==> config.mk <==
export PLATFORM = sky130hd
export DESIGN_NAME = bram_write_ctrl
export DESIGN_NICKNAME = d
export VERILOG_FILES = /design/src/rtl/bram_accessor_pkg.sv /design/src/rtl/counter_write.sv /design/src/rtl/bram_write_ctrl.sv
export SDC_FILE = /design/constraint.sdc
export NUM_CORES = 1
export LEC_CHECK = 0
export CAP_MARGIN = 40
export CORE_AREA = 5 5 111 113
export DETAILED_ROUTE_END_ITERATION = 8
export DIE_AREA = 0 0 116 118
export PLACE_DENSITY = 0.53
export REMOVE_ABC_BUFFERS = 1
export SETUP_SLACK_MARGIN = 0.2
export SLEW_MARGIN = 20
export SYNTH_ARGS = -nofsm -noshare
export SYNTH_HDL_FRONTEND = slang
export SYNTH_SLANG_ARGS = --single-unit
export TNS_END_PERCENT = 10
==> constraint.sdc <==
create_clock -name clk -period 1.6 [get_ports clk]
set_input_delay 0.32 -clock clk [delete_from_list [all_inputs] [get_ports clk]]
set_output_delay 0.32 -clock clk [all_outputs]
set_load 0.05 [all_outputs]
==> src/rtl/bram_accessor_pkg.sv <==
// Shared definitions for the BRAM accessor blocks: FSM state encoding and
// default geometry of the shared BRAM.
package bram_accessor_pkg;

    localparam int DEF_ADDR_WIDTH = 7;
    localparam int DEF_DATA_WIDTH = 32;
    localparam int DEF_DEPTH      = 128;

    typedef enum logic [1:0] {
        ST_IDLE  = 2'd0,
        ST_WRITE = 2'd1,
        ST_DONE  = 2'd2
    } state_t;

endpackage

==> src/rtl/counter_write.sv <==
// Word counter for the write side of the BRAM accessor.
// Clear wins over enable so a frame start always begins from zero.
module counter_write #(
    parameter int CNT_WIDTH = 8
) (
    input  logic                 clk,
    input  logic                 rst_n,
    input  logic                 en,
    input  logic                 clr,
    output logic [CNT_WIDTH-1:0] cnt_o
);

    always_ff @(posedge clk or negedge rst_n) begin
        if (!rst_n) begin
            cnt_o <= '0;
        end else if (clr) begin
            cnt_o <= '0;
        end else if (en) begin
            cnt_o <= cnt_o + CNT_WIDTH'(1);
        end
    end

endmodule

==> src/rtl/bram_write_ctrl.sv <==
// Write-side BRAM accessor: stores one frame of words from a valid/ready
// stream at addresses 0..len-1 and pulses done_o when the frame is in BRAM.
module bram_write_ctrl
    import bram_accessor_pkg::*;
#(
    parameter int ADDR_WIDTH = DEF_ADDR_WIDTH,
    parameter int DATA_WIDTH = DEF_DATA_WIDTH,
    parameter int DEPTH      = DEF_DEPTH
) (
    input  logic                  clk,
    input  logic                  rst_n,
    input  logic                  start_i,
    input  logic [ADDR_WIDTH:0]   len_i,
    input  logic                  s_valid_i,
    input  logic [DATA_WIDTH-1:0] s_data_i,
    output logic                  s_ready_o,
    output logic                  bram_en_o,
    output logic                  bram_we_o,
    output logic [ADDR_WIDTH-1:0] bram_addr_o,
    output logic [DATA_WIDTH-1:0] bram_wdata_o,
    output logic                  busy_o,
    output logic [ADDR_WIDTH:0]   wr_cnt_o,
    output logic                  done_o
);

    localparam int LW = ADDR_WIDTH + 1;
    localparam logic [LW-1:0] DEPTH_L = LW'(DEPTH);

    state_t          state;
    logic [LW-1:0]   len_q;
    logic [LW-1:0]   cnt;
    logic [LW-1:0]   len_clamped;
    logic            hs;
    logic            start_acc;
    logic            clr;
    logic            last_word;

    assign s_ready_o   = (state == ST_WRITE);
    assign busy_o      = (state != ST_IDLE);
    assign hs          = s_valid_i & s_ready_o;
    assign start_acc   = (state == ST_IDLE) & start_i;
    assign clr         = start_acc | (state == ST_DONE);
    assign len_clamped = (len_i > DEPTH_L) ? DEPTH_L : len_i;
    assign last_word   = (cnt == (len_q - LW'(1)));

    counter_write #(
        .CNT_WIDTH(LW)
    ) u_counter (
        .clk   (clk),
        .rst_n (rst_n),
        .en    (hs),
        .clr   (clr),
        .cnt_o (cnt)
    );

    // wr_cnt_o trails the counter by one clear so the final count is still
    // visible while done_o is high.
    always_ff @(posedge clk or negedge rst_n) begin
        if (!rst_n) begin
            state        <= ST_IDLE;
            len_q        <= '0;
            bram_en_o    <= 1'b0;
            bram_we_o    <= 1'b0;
            bram_addr_o  <= '0;
            bram_wdata_o <= '0;
            wr_cnt_o     <= '0;
            done_o       <= 1'b0;
        end else begin
            bram_en_o <= 1'b0;
            bram_we_o <= 1'b0;
            done_o    <= 1'b0;
            case (state)
                ST_IDLE: begin
                    wr_cnt_o <= '0;
                    if (start_i) begin
                        len_q <= len_clamped;
                        state <= (len_clamped == '0) ? ST_DONE : ST_WRITE;
                    end
                end
                ST_WRITE: begin
                    if (hs) begin
                        bram_en_o    <= 1'b1;
                        bram_we_o    <= 1'b1;
                        bram_addr_o  <= cnt[ADDR_WIDTH-1:0];
                        bram_wdata_o <= s_data_i;
                        wr_cnt_o     <= cnt + LW'(1);
                        if (last_word) begin
                            state <= ST_DONE;
                        end
                    end
                end
                ST_DONE: begin
                    done_o <= 1'b1;
                    state  <= ST_IDLE;
                end
                default: begin
                    state <= ST_IDLE;
                end
            endcase
        end
    end

endmodule

==> impl_metrics.py <==
metrics = {
    "synthesis": {
        "synthesis.area_per_instance_um2": 9.04,
        "yosys.area.top_type_share_pct": 55.0,
        "syn-instance-count": 337,
        "asyncSetResetFlopFracSynth_pct": 100,
        "synth.yosys.seq_area_share_pct": 55.0,
        "number_of_warnings_reported_in_the_yosys_synthesis_log": 0,
        "netlist.top_cell.by_area": "sky130_fd_sc_hd__dfrtp_1",
        "synth-main-ff-cell": "sky130_fd_sc_hd__dfrtp_1",
        "synth_seq_cells": 67,
        "synth_edf_count": 0,
        "post_synth_num_cell_types": 39,
        "synth_top_cells_by_area": "sky130_fd_sc_hd__dfrtp_1 55%, sky130_fd_sc_hd__nand2_1 16%, sky130_fd_sc_hd__xnor2_1 3.7%",
        "synth_area_mm2": 0.00305,
    },
    "clock_network": {
        "clock_insertion_delay_worst_skew_ns": 0.32,
        "cts.reportedPaths.clkPinSlew_ns": 0.05,
        "cts.sinks": 67,
        "cts_tree": "yes",
        "cts_buffers": 9,
        "cts_max_path_buffers": 2,
        "root_buffer": "sky130_fd_sc_hd__clkbuf_16",
        "htree_num_levels": 3,
    },
    "die": {
        "die-width_um": 116,
        "die_outline_area_mm2": 0.0137,
        "rows": 39,
        "core-area_mm2": 0.0112,
        "floorplan.die.height_um": 118,
        "io_pins": 96,
        "starting_density_pct": 27.2,
    },
    "routing": {
        "drt_first_pass_iters": 4,
        "drt.antenna.violating_nets": 0,
        "detailroute.via_count": 2639,
        "wirelength_per_cell_um": 13.3,
        "routed_via_density": 4.38,
        "detail_route.wirelength_um": 8020,
        "number_of_design_rule_violations_left_after_detail_routing": 0,
        "dr.first_iter.drc_count": 90,
    },
    "sta": {
        "timing.final.max_slew_violations": 0,
        "slew-limit-headroom_pct": 75.0,
        "finalCritPeriodShare_pct": 98.9,
        "report.final.setup_viol": 0,
        "clock_skew_ns": 0.00454,
        "unrepaired_setup_endpoints_after_global_routing": "yes",
        "period_needed_ns": 1.58,
        "hold_violations": 0,
        "tightest_slew_ns": 0.374,
        "achievable-frequency_mhz": 632,
        "timing.hold.ws_ns": 0.00462,
    },
    "cells_and_area": {
        "postLayoutCellArea_mm2": 0.00493,
        "area_grow_syn2layout_pct": 61.9,
        "fin_util_pct": 44.0,
        "diodes": 0,
        "final_nets": 503,
        "post_route_cells_drive_above_1_share_pct": 29.6,
        "fillers": 1122,
    },
    "critical_path": {
        "end_kind": "register",
        "data_arrival_time_of_the_critical_path_ns": 1.80,
        "critical_path.max_fanout": 3,
        "worstSetupPathType": "primary input to register",
        "critical_path_required_ns": 1.81,
        "launching_element_type_of_the_critical_path": "primary input",
    },
    "place": {
        "placement.io_buffers": 95,
        "place_hpwl_um": 5840,
        "place.gp.congestion": 0.797,
        "placedInstanceArea_mm2": 0.00437,
    },
    "run": {
        "drv_cap": 0,
    },
    "outcome": {
        "status": "complete, no violations",
    },
    "pwr": {
        "irDropWorstVdd_mv": 0.775,
        "total_leakage_power_nw": 2.33,
        "power_density_over_the_cells_mw_per_mm2": 1950,
    },
    "global_routing": {
        "grt_pass1_vias": 2681,
        "track_usage_pct": 11.9,
        "grt_antenna_before_repair": 0,
        "grt_max_degree": 68,
        "global_route.overflow_total": 0,
        "first_pass_grt_wire_length_um": 13100,
    },
    "hold_path": {
        "worst_hold_path_type": "primary input to asynchronous set/reset pin",
    },
}
cell type report:
type | count | area [um2] | area share [%]
Tap cell | 143 | 179 | 3.63
Timing Repair Buffer | 129 | 1370 | 27.8
Inverter | 10 | 50.0 | 1.01
Sequential cell | 67 | 1680 | 34.1
Multi-Input combinational cell | 240 | 1400 | 28.3
Clock buffer | 10 | 239 | 4.84
Clock inverter | 3 | 17.5 | 0.355
report_power, final:
group          internal (mW)  switching [mW]  total (mW)
combinational           2.24            2.97        5.21
sequential              2.23           0.472        2.70
clock                   1.06           0.676        1.73
registers in the layout, summed over array words and instances, names as in the netlist:
name             count
bram_addr_o          7
len_q                8
state                2
bram_wdata_o        32
wr_cnt_o             8
done_o               1
bram_we_o            1
u_counter.cnt_o      8
path summary, 6_finish.rpt:
path	to	slack [ns]	cells past startpoint	from
worst max-delay path	state[0]	0.02	5	len_i[4]
worst min-delay path	len_q[7]	0.005	2	rst_n
worst max register to register	state[0]	0.03	5	len_q[2]
worst min register to register	bram_wdata_o[31]	0.47	2	bram_wdata_o[31]
max in group asynchronous	wr_cnt_o[6]	1.28	2	rst_n
min in group clk	bram_wdata_o[31]	0.47	2	bram_wdata_o[31]
kinds of logic after synthesis:
logic type / share of synthesized area [%]
AO/OA/AOI/OAI: 8.05
XOR/XNOR: 5.46
adder cells (fa/ha/maj): 0.821
buffers and inverters: 5.05
flip-flops: 55.0
multiplexers: 0.698
AND/OR/NAND/NOR: 24.9
cell usage after synthesis, drive strengths merged, types with 5 or more instances:
cell / number
nand2b: 8
xor2: 6
nor2: 13
buf: 14
nand2: 134
clkbuf: 6
dfrtp: 67
o21ai: 17
a21oi: 5
inv: 10
nand3: 8
a22o: 5
xnor2: 13
o22ai: 5
timing repair:
action,in CTS,in global routing
setup endpoints to repair,28,50
hold endpoints to repair,0,0
pin swaps,11,26
hold buffers,0,0
buffers inserted,1,6
gates resized for setup,16,48
through the flow:
stage	std cells	setup WS, ns	TNS, ns	power, mW
2_1_floorplan	317	-0.777	-25.13	5.38
3_3_place_gp	582	-0.307	-0.997	7.35
3_5_place_dp	582	-0.341	-2.28	7.41
4_1_cts	596	-0.0104	-0.0104	9.30
5_1_grt	602	-0.0632	-0.0632	10.2
6_report	602	0.0169	0	9.65
critical path, cell delays in order:
cell                              delay (ns)
sky130_fd_sc_hd__clkdlybuf4s50_1        0.41
sky130_fd_sc_hd__or4_1                  0.59
sky130_fd_sc_hd__nor2_4                 0.16
sky130_fd_sc_hd__o2111ai_1              0.12
sky130_fd_sc_hd__o22a_1                 0.19
cell usage in the layout (no fill, tap or decap), drive strengths merged, types with 8 or more instances in the layout:
| cell | synthesis | final |
|---|---|---|
| nor2 | 13 | 13 |
| xnor2 | 13 | 13 |
| nand3 | 8 | 8 |
| nand2 | 134 | 134 |
| dfrtp | 67 | 67 |
| nand2b | 8 | 8 |
| inv | 10 | 9 |
| buf | 14 | 87 |
| clkdlybuf4s50 | 0 | 41 |
| o21ai | 17 | 17 |
| clkbuf | 6 | 10 |
routing by layer:
metal  global-route usage (%)  vias up  part of all wire (%)
li1                         -     1330                     -
met1                     15.6     1242                    45
met2                     19.0       57                    48
met3                     2.52       10                   4.7
met4                     4.79        0                   1.5
met5                        0        -                     0
Note: power is estimated with default switching activity, not from simulation.
==> RTL edit: new RTL, config.mk and constraints unchanged <==
Make the reset (`rst_n`) synchronous in 2 clocked blocks.
--- a/src/rtl/counter_write.sv
+++ b/src/rtl/counter_write.sv
@@ -10,7 +10,7 @@
     output logic [CNT_WIDTH-1:0] cnt_o
 );
 
-    always_ff @(posedge clk or negedge rst_n) begin
+    always_ff @(posedge clk) begin
         if (!rst_n) begin
             cnt_o <= '0;
         end else if (clr) begin
--- a/src/rtl/bram_write_ctrl.sv
+++ b/src/rtl/bram_write_ctrl.sv
@@ -55,7 +55,7 @@
 
     // wr_cnt_o trails the counter by one clear so the final count is still
     // visible while done_o is high.
-    always_ff @(posedge clk or negedge rst_n) begin
+    always_ff @(posedge clk) begin
         if (!rst_n) begin
             state        <= ST_IDLE;
             len_q        <= '0;
Function: differs if rst_n is asserted again (counterexample within 4 cycles, from zero or initial values and one cycle with rst_n low); with rst_n held inactive, the same outputs for 10 cycles.
==> RTL edit against the original RTL <==
Sequential cell count stayed put; die area did not move; worst setup slack better by 0.068 ns; global-route usage decreased by 0.43 points; area after synthesis down 8.0%; maximum frequency grew 4.5%; final area fell by 11%; clock skew rose by 0.00097 ns; wire length down 2.5%; largest cell class is now multi-input gates.
Power is not compared: it rests on default switching activity, and its combinational part moved more than twofold at a synthesized area within 25%.
==> RTL edit: results (changes against the original RTL) <==
[finish]
fillers = 1164  ; +3.7%
final_cell_count_no_fill = 607  ; +0.83%
nets = 507  ; +0.80%
drive_gt1_frac = 0.241  ; -0.0549

[sta]
skew_ns = 0.00551  ; +0.000973 ns
holdWs_ns = 0.451  ; +0.446 ns

[critical_path]
r2r-end = state[1]
r2r_start = len_q[1]
crit_arrival_ns = 1.78  ; -0.02 ns
r2r_cells = 7  ; +2
reg2reg_slack_ns = 0.09  ; +0.06 ns
critPathMaxFanout = 7  ; +4

[status]
outcome = finished, final reports clean

[synth]
syn_avg_cell_area_um2 = 7.85  ; -13%
synth_edf_count = 0  ; unchanged
synthDistinctLibCells = 37  ; -5.1%
synthFlopType = dfxtp_1
synth_common_cells = 100 x nand2_1, 67 x dfxtp_1, 61 x a21oi_1, 20 x nor2_1, 17 x buf_2
yosysSeqAreaShare = 0.478  ; -0.0717

[global_route]
grt_pass1_wl_mm = 12.6  ; -3.4%
grt_usage = 0.115  ; -0.00435
grt_max_degree = 46  ; -32%
grt_pass1_vias = 2565  ; -4.3%

[place]
hpwl_mm = 5.64  ; -3.4%
globalplace.congestion = 0.840  ; +5.4%
dp.cells = 591  ; +1.5%
place_area_mm2 = 0.00402  ; -8.0%
place_ws_ns = -0.0741  ; +0.267 ns

[routing]
drtIter0Drc = 107  ; +19%
vias_per_cell = 4.41  ; +0.53%
wirelength_mm = 7.82  ; -2.5%

[min_path]
hold_class = reg -> reg

## RTL edit: changes by cell type after synthesis, moves of 7 or more
cell     delta
nor2_1      +7
buf_2       +8
nor3b_1     +8
nand2_1    -33
a21oi_1    +56
dfxtp_1    +67
dfrtp_1    -67
o21ai_0    -11
## RTL edit: power by group through the flow
| stage | Sequential (W) | Combinational, W | Clock (W) |
|---|---|---|---|
| after floorplan | 0.00195 | 0.000224 | 0 |
| after global placement | 0.00180 | 0.000720 | 0 |
| after detailed placement | 0.00180 | 0.000725 | 0 |
| after CTS | 0.00177 | 0.000740 | 0.00196 |
| after global routing | 0.00177 | 0.000789 | 0.00202 |
| final | 0.00177 | 0.000733 | 0.00189 |
## RTL edit: how the worst max path moves through the flow
stage	endpoint	startpoint	slack [ns]	depth (start not counted)
2_1_floorplan	u_counter.cnt_o[3]	state[1]	-0.82	4
3_3_place_gp	wr_cnt_o[6]	s_valid_i	-0.04	5
3_5_place_dp	wr_cnt_o[5]	s_valid_i	-0.07	5
4_1_cts	state[1]	len_q[1]	0.10	7
5_1_grt	state[1]	len_q[2]	0.02	5
6_report	state[1]	len_q[1]	0.09	7
## RTL edit: worst max-delay path, stage by stage, from the launching register on
cell	delay (ns)
dfxtp_2	0.33
inv_2	0.04
ha_4	0.17
o21bai_1	0.15
a211oi_1	0.22
o21ai_1	0.10
a211oi_2	0.27
a31o_1	0.17
## RTL edit: metal layers
| layer | track usage | vias up | wire, µm |
|---|---|---|---|
| li1 | - | 1382 | - |
| met1 | 0.144 | 1224 | 3500 |
| met2 | 0.186 | 60 | 3740 |
| met3 | 0.0380 | 9 | 474 |
| met4 | 0.0348 | 0 | 105 |
| met5 | 0 | - | 0 |
## RTL edit: logic make-up (layout without fill, tap and decap cells)
logic type | count (synthesis) | count (layout) | synth area share
and+or+nand+nor | 160 | 160 | 0.253
AOI/OAI and AO/OA | 77 | 77 | 0.149
DFF | 67 | 67 | 0.478
buffers and inverters | 33 | 140 | 0.0535
xor gates and xnor gates | 18 | 18 | 0.0562
adders and majority gates | 2 | 2 | 0.00892
## RTL edit: area by class of cell
class	instances	area (µm²)	share of cell area
clock buffers	11	243	0.0554
clock inverters	3	40.0	0.00914
inverters	5	18.8	0.00429
multi-input cells	257	1370	0.313
flip-flops and latches	67	1350	0.309
well taps	143	179	0.0409
repair buffers	121	1180	0.269
## RTL edit: repair_timing
item,4_1_cts,5_1_grt
buffers inserted,2,0
pin swaps,6,0
gates resized for setup,13,6
endpoints found under the setup margin,8,58
